===== config.mk =====
export PLATFORM = sky130hd
export DESIGN_NAME = mac_accumulator_64b_flat
export DESIGN_NICKNAME = d
export VERILOG_FILES = /design/src/rtl/mac_accumulator_64b_if.sv /design/src/rtl/mac_accumulator_64b.sv /design/src/flat_wrapper.sv
export SDC_FILE = /design/constraint.sdc
export NUM_CORES = 1
export LEC_CHECK = 0
export CAP_MARGIN = 30
export CORE_MARGIN = 5
export CORE_UTILIZATION = 50
export CTS_CLUSTER_DIAMETER = 30
export DETAILED_ROUTE_END_ITERATION = 10
export MAX_ROUTING_LAYER = met4
export PLACE_DENSITY = 0.86
export RECOVER_POWER = 50
export SLEW_MARGIN = 10
export SYNTH_ARGS = -nofsm -noshare
export SYNTH_HDL_FRONTEND = slang
export SYNTH_SLANG_ARGS = --single-unit

===== constraint.sdc =====
create_clock -name clk_64b -period 8.2 [get_ports clk_64b]
set_input_delay 0.82 -clock clk_64b [delete_from_list [all_inputs] [get_ports clk_64b]]
set_output_delay 0.82 -clock clk_64b [all_outputs]
set_load 0.05 [all_outputs]

===== src/rtl/mac_accumulator_64b_if.sv =====
// Product-in / block-sum-out handshake bundle for the MAC accumulator.
// slave is the accumulator's view, master is the producer/consumer side.
interface mac_accumulator_64b_if #(
    parameter int PRODUCT_WIDTH = 64,
    parameter int ACC_WIDTH     = 72,
    parameter int CNT_WIDTH     = 4
);
    logic [PRODUCT_WIDTH-1:0] product_64b;
    logic                     product_valid;
    logic                     product_ready;
    logic                     flush;
    logic [ACC_WIDTH-1:0]     sum_acc;
    logic [CNT_WIDTH-1:0]     sum_count;
    logic                     sum_overflow;
    logic                     sum_valid;
    logic                     sum_ready;

    modport slave (
        input  product_64b, product_valid, flush, sum_ready,
        output product_ready, sum_acc, sum_count, sum_overflow, sum_valid
    );

    modport master (
        output product_64b, product_valid, flush, sum_ready,
        input  product_ready, sum_acc, sum_count, sum_overflow, sum_valid
    );
endinterface


===== src/rtl/mac_accumulator_64b.sv =====
// Sums blocks of BLOCK_LEN products into a wide accumulator and hands each
// block sum, count and sticky overflow downstream over valid/ready.
//
// state    | meaning
// ST_ACCUM | accepting products into acc_q
// ST_DONE  | block sum presented, waiting for sum_ready
module mac_accumulator_64b #(
    parameter int PRODUCT_WIDTH = 64,
    parameter int ACC_WIDTH     = 72,
    parameter int BLOCK_LEN     = 8,
    parameter int CNT_WIDTH     = 4
) (
    input  logic                 clk_64b,
    input  logic                 reset_64b,
    mac_accumulator_64b_if.slave bus
);
    localparam int AW1 = ACC_WIDTH + 1;
    localparam logic [CNT_WIDTH-1:0] LAST_CNT = CNT_WIDTH'(BLOCK_LEN - 1);

    typedef enum logic [0:0] {
        ST_ACCUM = 1'b0,
        ST_DONE  = 1'b1
    } state_t;

    state_t                 state_q, state_d;
    logic [ACC_WIDTH-1:0]   acc_q, acc_d;
    logic [CNT_WIDTH-1:0]   cnt_q, cnt_d;
    logic                   ovf_q, ovf_d;
    logic [ACC_WIDTH-1:0]   sum_acc_q, sum_acc_d;
    logic [CNT_WIDTH-1:0]   sum_count_q, sum_count_d;
    logic                   sum_ovf_q, sum_ovf_d;
    logic                   accept;
    logic [AW1-1:0]         acc_ext;

    always_comb begin
        state_d     = state_q;
        acc_d       = acc_q;
        cnt_d       = cnt_q;
        ovf_d       = ovf_q;
        sum_acc_d   = sum_acc_q;
        sum_count_d = sum_count_q;
        sum_ovf_d   = sum_ovf_q;
        accept      = (state_q == ST_ACCUM) && bus.product_valid;
        // Extra top bit carries the wrap-out used for the sticky overflow.
        acc_ext     = {1'b0, acc_q} + AW1'(bus.product_64b);

        case (state_q)
            ST_ACCUM: begin
                if (accept) begin
                    acc_d = acc_ext[ACC_WIDTH-1:0];
                    cnt_d = cnt_q + 1'b1;
                    ovf_d = ovf_q | acc_ext[ACC_WIDTH];
                end
                if ((accept && (cnt_q == LAST_CNT)) ||
                    (bus.flush && ((cnt_q != '0) || accept))) begin
                    state_d     = ST_DONE;
                    sum_acc_d   = acc_d;
                    sum_count_d = cnt_d;
                    sum_ovf_d   = ovf_d;
                end
            end
            ST_DONE: begin
                if (bus.sum_ready) begin
                    state_d = ST_ACCUM;
                    acc_d   = '0;
                    cnt_d   = '0;
                    ovf_d   = 1'b0;
                end
            end
            default: state_d = ST_ACCUM;
        endcase
    end

    always_ff @(posedge clk_64b) begin
        if (reset_64b) begin
            state_q     <= ST_ACCUM;
            acc_q       <= '0;
            cnt_q       <= '0;
            ovf_q       <= 1'b0;
            sum_acc_q   <= '0;
            sum_count_q <= '0;
            sum_ovf_q   <= 1'b0;
        end else begin
            state_q     <= state_d;
            acc_q       <= acc_d;
            cnt_q       <= cnt_d;
            ovf_q       <= ovf_d;
            sum_acc_q   <= sum_acc_d;
            sum_count_q <= sum_count_d;
            sum_ovf_q   <= sum_ovf_d;
        end
    end

    assign bus.product_ready = (state_q == ST_ACCUM);
    assign bus.sum_valid     = (state_q == ST_DONE);
    assign bus.sum_acc       = sum_acc_q;
    assign bus.sum_count     = sum_count_q;
    assign bus.sum_overflow  = sum_ovf_q;
endmodule


===== src/flat_wrapper.sv =====
// flat-port wrapper written by rule: the top's interface ports become plain ports
module mac_accumulator_64b_flat 
#(
    parameter int PRODUCT_WIDTH = 64,
    parameter int ACC_WIDTH     = 72,
    parameter int BLOCK_LEN     = 8,
    parameter int CNT_WIDTH     = 4
)
  (clk_64b, reset_64b, bus_product_64b, bus_product_valid, bus_flush, bus_sum_ready, bus_product_ready, bus_sum_acc, bus_sum_count, bus_sum_overflow, bus_sum_valid);
  mac_accumulator_64b_if #(.PRODUCT_WIDTH(PRODUCT_WIDTH), .ACC_WIDTH(ACC_WIDTH), .CNT_WIDTH(CNT_WIDTH)) bus_i ();
  input  logic clk_64b;
  input  logic reset_64b;
  input wire logic [$bits(bus_i.product_64b)-1:0] bus_product_64b;
  input wire logic [$bits(bus_i.product_valid)-1:0] bus_product_valid;
  input wire logic [$bits(bus_i.flush)-1:0] bus_flush;
  input wire logic [$bits(bus_i.sum_ready)-1:0] bus_sum_ready;
  output wire logic [$bits(bus_i.product_ready)-1:0] bus_product_ready;
  output wire logic [$bits(bus_i.sum_acc)-1:0] bus_sum_acc;
  output wire logic [$bits(bus_i.sum_count)-1:0] bus_sum_count;
  output wire logic [$bits(bus_i.sum_overflow)-1:0] bus_sum_overflow;
  output wire logic [$bits(bus_i.sum_valid)-1:0] bus_sum_valid;
  assign bus_i.product_64b = bus_product_64b;
  assign bus_i.product_valid = bus_product_valid;
  assign bus_i.flush = bus_flush;
  assign bus_i.sum_ready = bus_sum_ready;
  assign bus_product_ready = bus_i.product_ready;
  assign bus_sum_acc = bus_i.sum_acc;
  assign bus_sum_count = bus_i.sum_count;
  assign bus_sum_overflow = bus_i.sum_overflow;
  assign bus_sum_valid = bus_i.sum_valid;
  mac_accumulator_64b #(.PRODUCT_WIDTH(PRODUCT_WIDTH), .ACC_WIDTH(ACC_WIDTH), .BLOCK_LEN(BLOCK_LEN), .CNT_WIDTH(CNT_WIDTH)) u_core (.clk_64b(clk_64b), .reset_64b(reset_64b), .bus(bus_i));
endmodule

==> impl_metrics.ini <==
[power_and_ir_drop]
combPwrFrac = 0.368
clkPwrFrac = 0.301
cellInternalPower_w = 0.001707
vdd_drop_max_v = 0.0001495
switchingPower_w = 0.001005
leakage_nw = 4.970
seqPwrFrac = 0.330
powerDensity_nw_per_um2 = 226.2
switching_share = 0.3705

[sta]
max_freq_mhz = 176.2
relSlewSlack = -1.081
fin_setup_tns_ns = 0
grt_setup_unrepaired = no
final_hold_viol_count = 0
fin_skew_ns = 0.007208
min_period_over_period = 0.6920
layout_min_cycle_time_ns = 5.675
setup_viol = 0
tightest_slew_ns = 3.121
drv_slew = 149

[cells_and_area]
drive_above_1_share = 0.04569
utilization = 0.6137
multi_input_area_sq_um = 6331
final-seq-area_sq_um = 3103
n_fill_cell = 1747
syn_to_final_growth_pct = 20.54
fin_area_sq_um = 11980
diodes = 0
layoutNonFillerInstCount = 1644
nNetsFinal = 1503

[clock_tree]
cts_tree = built
ctsHoldBuffers = 0
clk_latency_ns = 0.43
ctsHtreeMaxLevel = 4
cts.sinks = 155
cts_buffers = 17
path_clk_slew_ns = 0.06
cts_root_buf = clkbuf_16
post_cts_buffers = 0
post_cts_resized = 0
cts_max_path_buffers = 2

[die]
start_util = 0.5092
die_h_um = 151.0
die_x_um = 151.0
rows = 51
dieArea_sq_um = 22800
core_area_sq_um = 19530
ios = 148

[detailed_routing]
routedWlPerCell_um = 16.92
drt-pass1-iter-count = 6
dr.first_iter.drc_count = 708
drc_errors = 0
wl_um = 27820
vias = 9767
vias_per_cell = 5.941
postRouteAntennaNets = 0

[global_routing]
antenna_found_initial = 0
grt_pass1_wl_um = 46230
grt-ovfl-total = 0
grtUsageTotal = 0.2535
grt_pass1_vias = 9371
grt_max_degree = 98

[critical_path]
critical_path.most_common_cell = nor2_1
crit_family = buffers and inverters
cp-end-kind = register
critPathKind = reg2reg
cp_data_required_time_ns = 8.51
cp_max_fo = 73
worstPathCellList = clkbuf_1, inv_1, nand2_1, buf_4, nor2_1, a21oi_1, nor2_1, a31oi_1, nor2_1
cp_slowest_cell = clkbuf_1
crit_arrival_ns = 5.99
cp-start-kind = register
critical-path-max-stage-delay_ns = 2.19
crit_buf_inv = 3

[synthesis]
syn_avg_cell_area_sq_um = 7.779
syn_inst = 1278
yosysSeqAreaShare = 0.3121
yosys_register_bits = 155
synth_top_cell_area_share = 0.3121
yosys.area.top_type = dfxtp_1
synth_flop_cell = dfxtp_1
synth_area_sq_um = 9942
synth-edff-count = 0
synthArstFlopShare = 0
yosysWarningCount = 0
synthTopCellsByArea = dfxtp_1 31%, ha_1 8.3%, a21oi_1 8.2%, nor2_1 7.0%, nand2_1 5.1%
yosysUniqueCellTypes = 82
syn_nets = 1414

[placement]
dp.cells = 1612
portBuffers = 147
dp.final_hpwl_um = 19820
gp_congestion = 0.9852
placed_area_sq_um = 11380

[run]
max_cap_viol_count = 3

[hold_path]
hold_path_class = reg2reg

[outcome]
violations = capacitance limit, slew limit
status = finished, violations left
==> tightest hold or removal path, delay by kind of cell, from the launching register on <==
| kind | cells | cell delay [ns] |
|---|---|---|
| flip-flops | 1 | 0.31 |
| AND/OR/NAND/NOR | 1 | 0.05 |
| AO/OA/AOI/OAI | 1 | 0.05 |
==> per-stage QoR <==
| stage | worst slack (ns) | hold WS, ns | power (W) |
|---|---|---|---|
| final | 2.525 | 0.4579 | 0.002711 |
| after global routing | 1.861 | 0.4923 | 0.002862 |
| after CTS | 3.628 | 0.4636 | 0.002727 |
| after detailed placement | 3.266 | 0.4523 | 0.001908 |
| after global placement | 3.308 | 0.4456 | 0.001887 |
| after floorplan | 4.369 | 0.4514 | 0.001657 |
==> registers in the layout, summed over array words and instances, names as in the netlist <==
| register | flops |
|---|---|
| u_core.acc_q | 72 |
| u_core.bus.sum_acc | 72 |
| u_core.bus.sum_count | 4 |
| u_core.bus.sum_overflow | 1 |
| u_core.bus.sum_valid | 1 |
| u_core.cnt_q | 4 |
| u_core.ovf_q | 1 |
==> cell usage in the layout, fill, tap and decap left out, types with 3 or more instances in the layout <==
cell type	Yosys	layout
a211o_1	4	4
a211oi_1	65	65
a21boi_0	3	3
a21o_1	41	41
a21oi_1	162	162
a22o_1	3	3
a311oi_1	10	10
a31oi_1	25	25
and3_1	8	8
and3_2	3	3
buf_4	5	6
bufinv_16	0	3
clkbuf_1	58	4
clkbuf_16	0	17
clkdlybuf4s50_1	0	65
dfxtp_1	155	155
dlygate4sd3_1	1	81
ha_1	66	66
inv_1	16	16
mux2i_1	9	9
nand2_1	136	136
nand2b_1	11	11
nand3_1	20	20
nand3b_1	3	3
nand4_1	20	20
nor2_1	185	185
nor2b_1	7	7
nor3_1	22	22
o211ai_1	8	8
o21a_1	9	9
o21ai_0	43	43
o21bai_1	16	16
o22a_1	14	14
o31ai_1	6	6
or2_2	5	5
or3_1	3	3
xnor2_1	38	38
xor2_1	27	27
==> final timing paths <==
check | startpoint | to | slack, ns | cells past startpoint
max | u_core.bus.sum_valid$_SDFF_PP0_ | u_core.acc_q[9]$_SDFFE_PP0P_ | 2.53 | 9
min | u_core.bus.sum_acc[14]$_SDFFE_PP0P_ | u_core.bus.sum_acc[14]$_SDFFE_PP0P_ | 0.46 | 2
max reg2reg | u_core.bus.sum_valid$_SDFF_PP0_ | u_core.acc_q[9]$_SDFFE_PP0P_ | 2.53 | 9
min reg2reg | u_core.bus.sum_acc[14]$_SDFFE_PP0P_ | u_core.bus.sum_acc[14]$_SDFFE_PP0P_ | 0.46 | 2
==> power groups by stage <==
stage / registers, W / clock network (W) / logic (W)
after global placement: 0.000909 / 0 / 0.000978
after global routing: 0.000907 / 0.000861 / 0.00109
after CTS: 0.000897 / 0.000826 / 0.00100
final: 0.000896 / 0.000817 / 0.000998
after detailed placement: 0.000913 / 0 / 0.000995
after floorplan: 0.00104 / 0 / 0.000621
==> final cells by class <==
class                   instances  share of cell area
flip-flops and latches        155              0.2589
clock inverters                10             0.01180
inverters                      16            0.005011
well taps                     265             0.02767
clock buffers                  21             0.03842
multi-input cells            1021              0.5283
repair buffers                156              0.1299
==> cell usage after synthesis (4+ instances only) <==
| master | instances |
|---|---|
| a311oi_1 | 10 |
| o22a_1 | 14 |
| a211o_1 | 4 |
| mux2i_1 | 9 |
| inv_1 | 16 |
| ha_1 | 66 |
| nor2_1 | 185 |
| nor2b_1 | 7 |
| nand3_1 | 20 |
| buf_1 | 10 |
| buf_4 | 5 |
| nor3_1 | 22 |
| buf_6 | 6 |
| nand4_1 | 20 |
| a21oi_1 | 162 |
| a31oi_1 | 25 |
| nand2_1 | 136 |
| o211ai_1 | 8 |
| clkbuf_1 | 58 |
| a21o_1 | 41 |
| o21a_1 | 9 |
| and3_1 | 8 |
| o31ai_1 | 6 |
| xnor2_1 | 38 |
| nand2b_1 | 11 |
| a211oi_1 | 65 |
| xor2_1 | 27 |
| o21ai_0 | 43 |
| o21bai_1 | 16 |
| or2_2 | 5 |
| dfxtp_1 | 155 |
==> cells by family after synthesis <==
| logic type | after synthesis | share of synthesized area |
|---|---|---|
| AOI/OAI and AO/OA | 440 | 0.2887 |
| xor gates and xnor gates | 65 | 0.05726 |
| adders and majority gates | 67 | 0.08507 |
| buffers and inverters | 102 | 0.05147 |
| DFF | 155 | 0.3121 |
| muxes | 11 | 0.01133 |
| and+or+nand+nor | 438 | 0.1941 |
==> layer usage <==
metal / global-route usage / vias up / wire length [um]
li1: - / 4798 / -
met1: 0.3319 / 4574 / 12630
met2: 0.4079 / 352 / 13110
met3: 0.03920 / 43 / 1610
met4: 0.07344 / 0 / 473
met5: - / - / 0
(Power assumes the default switching activity.)
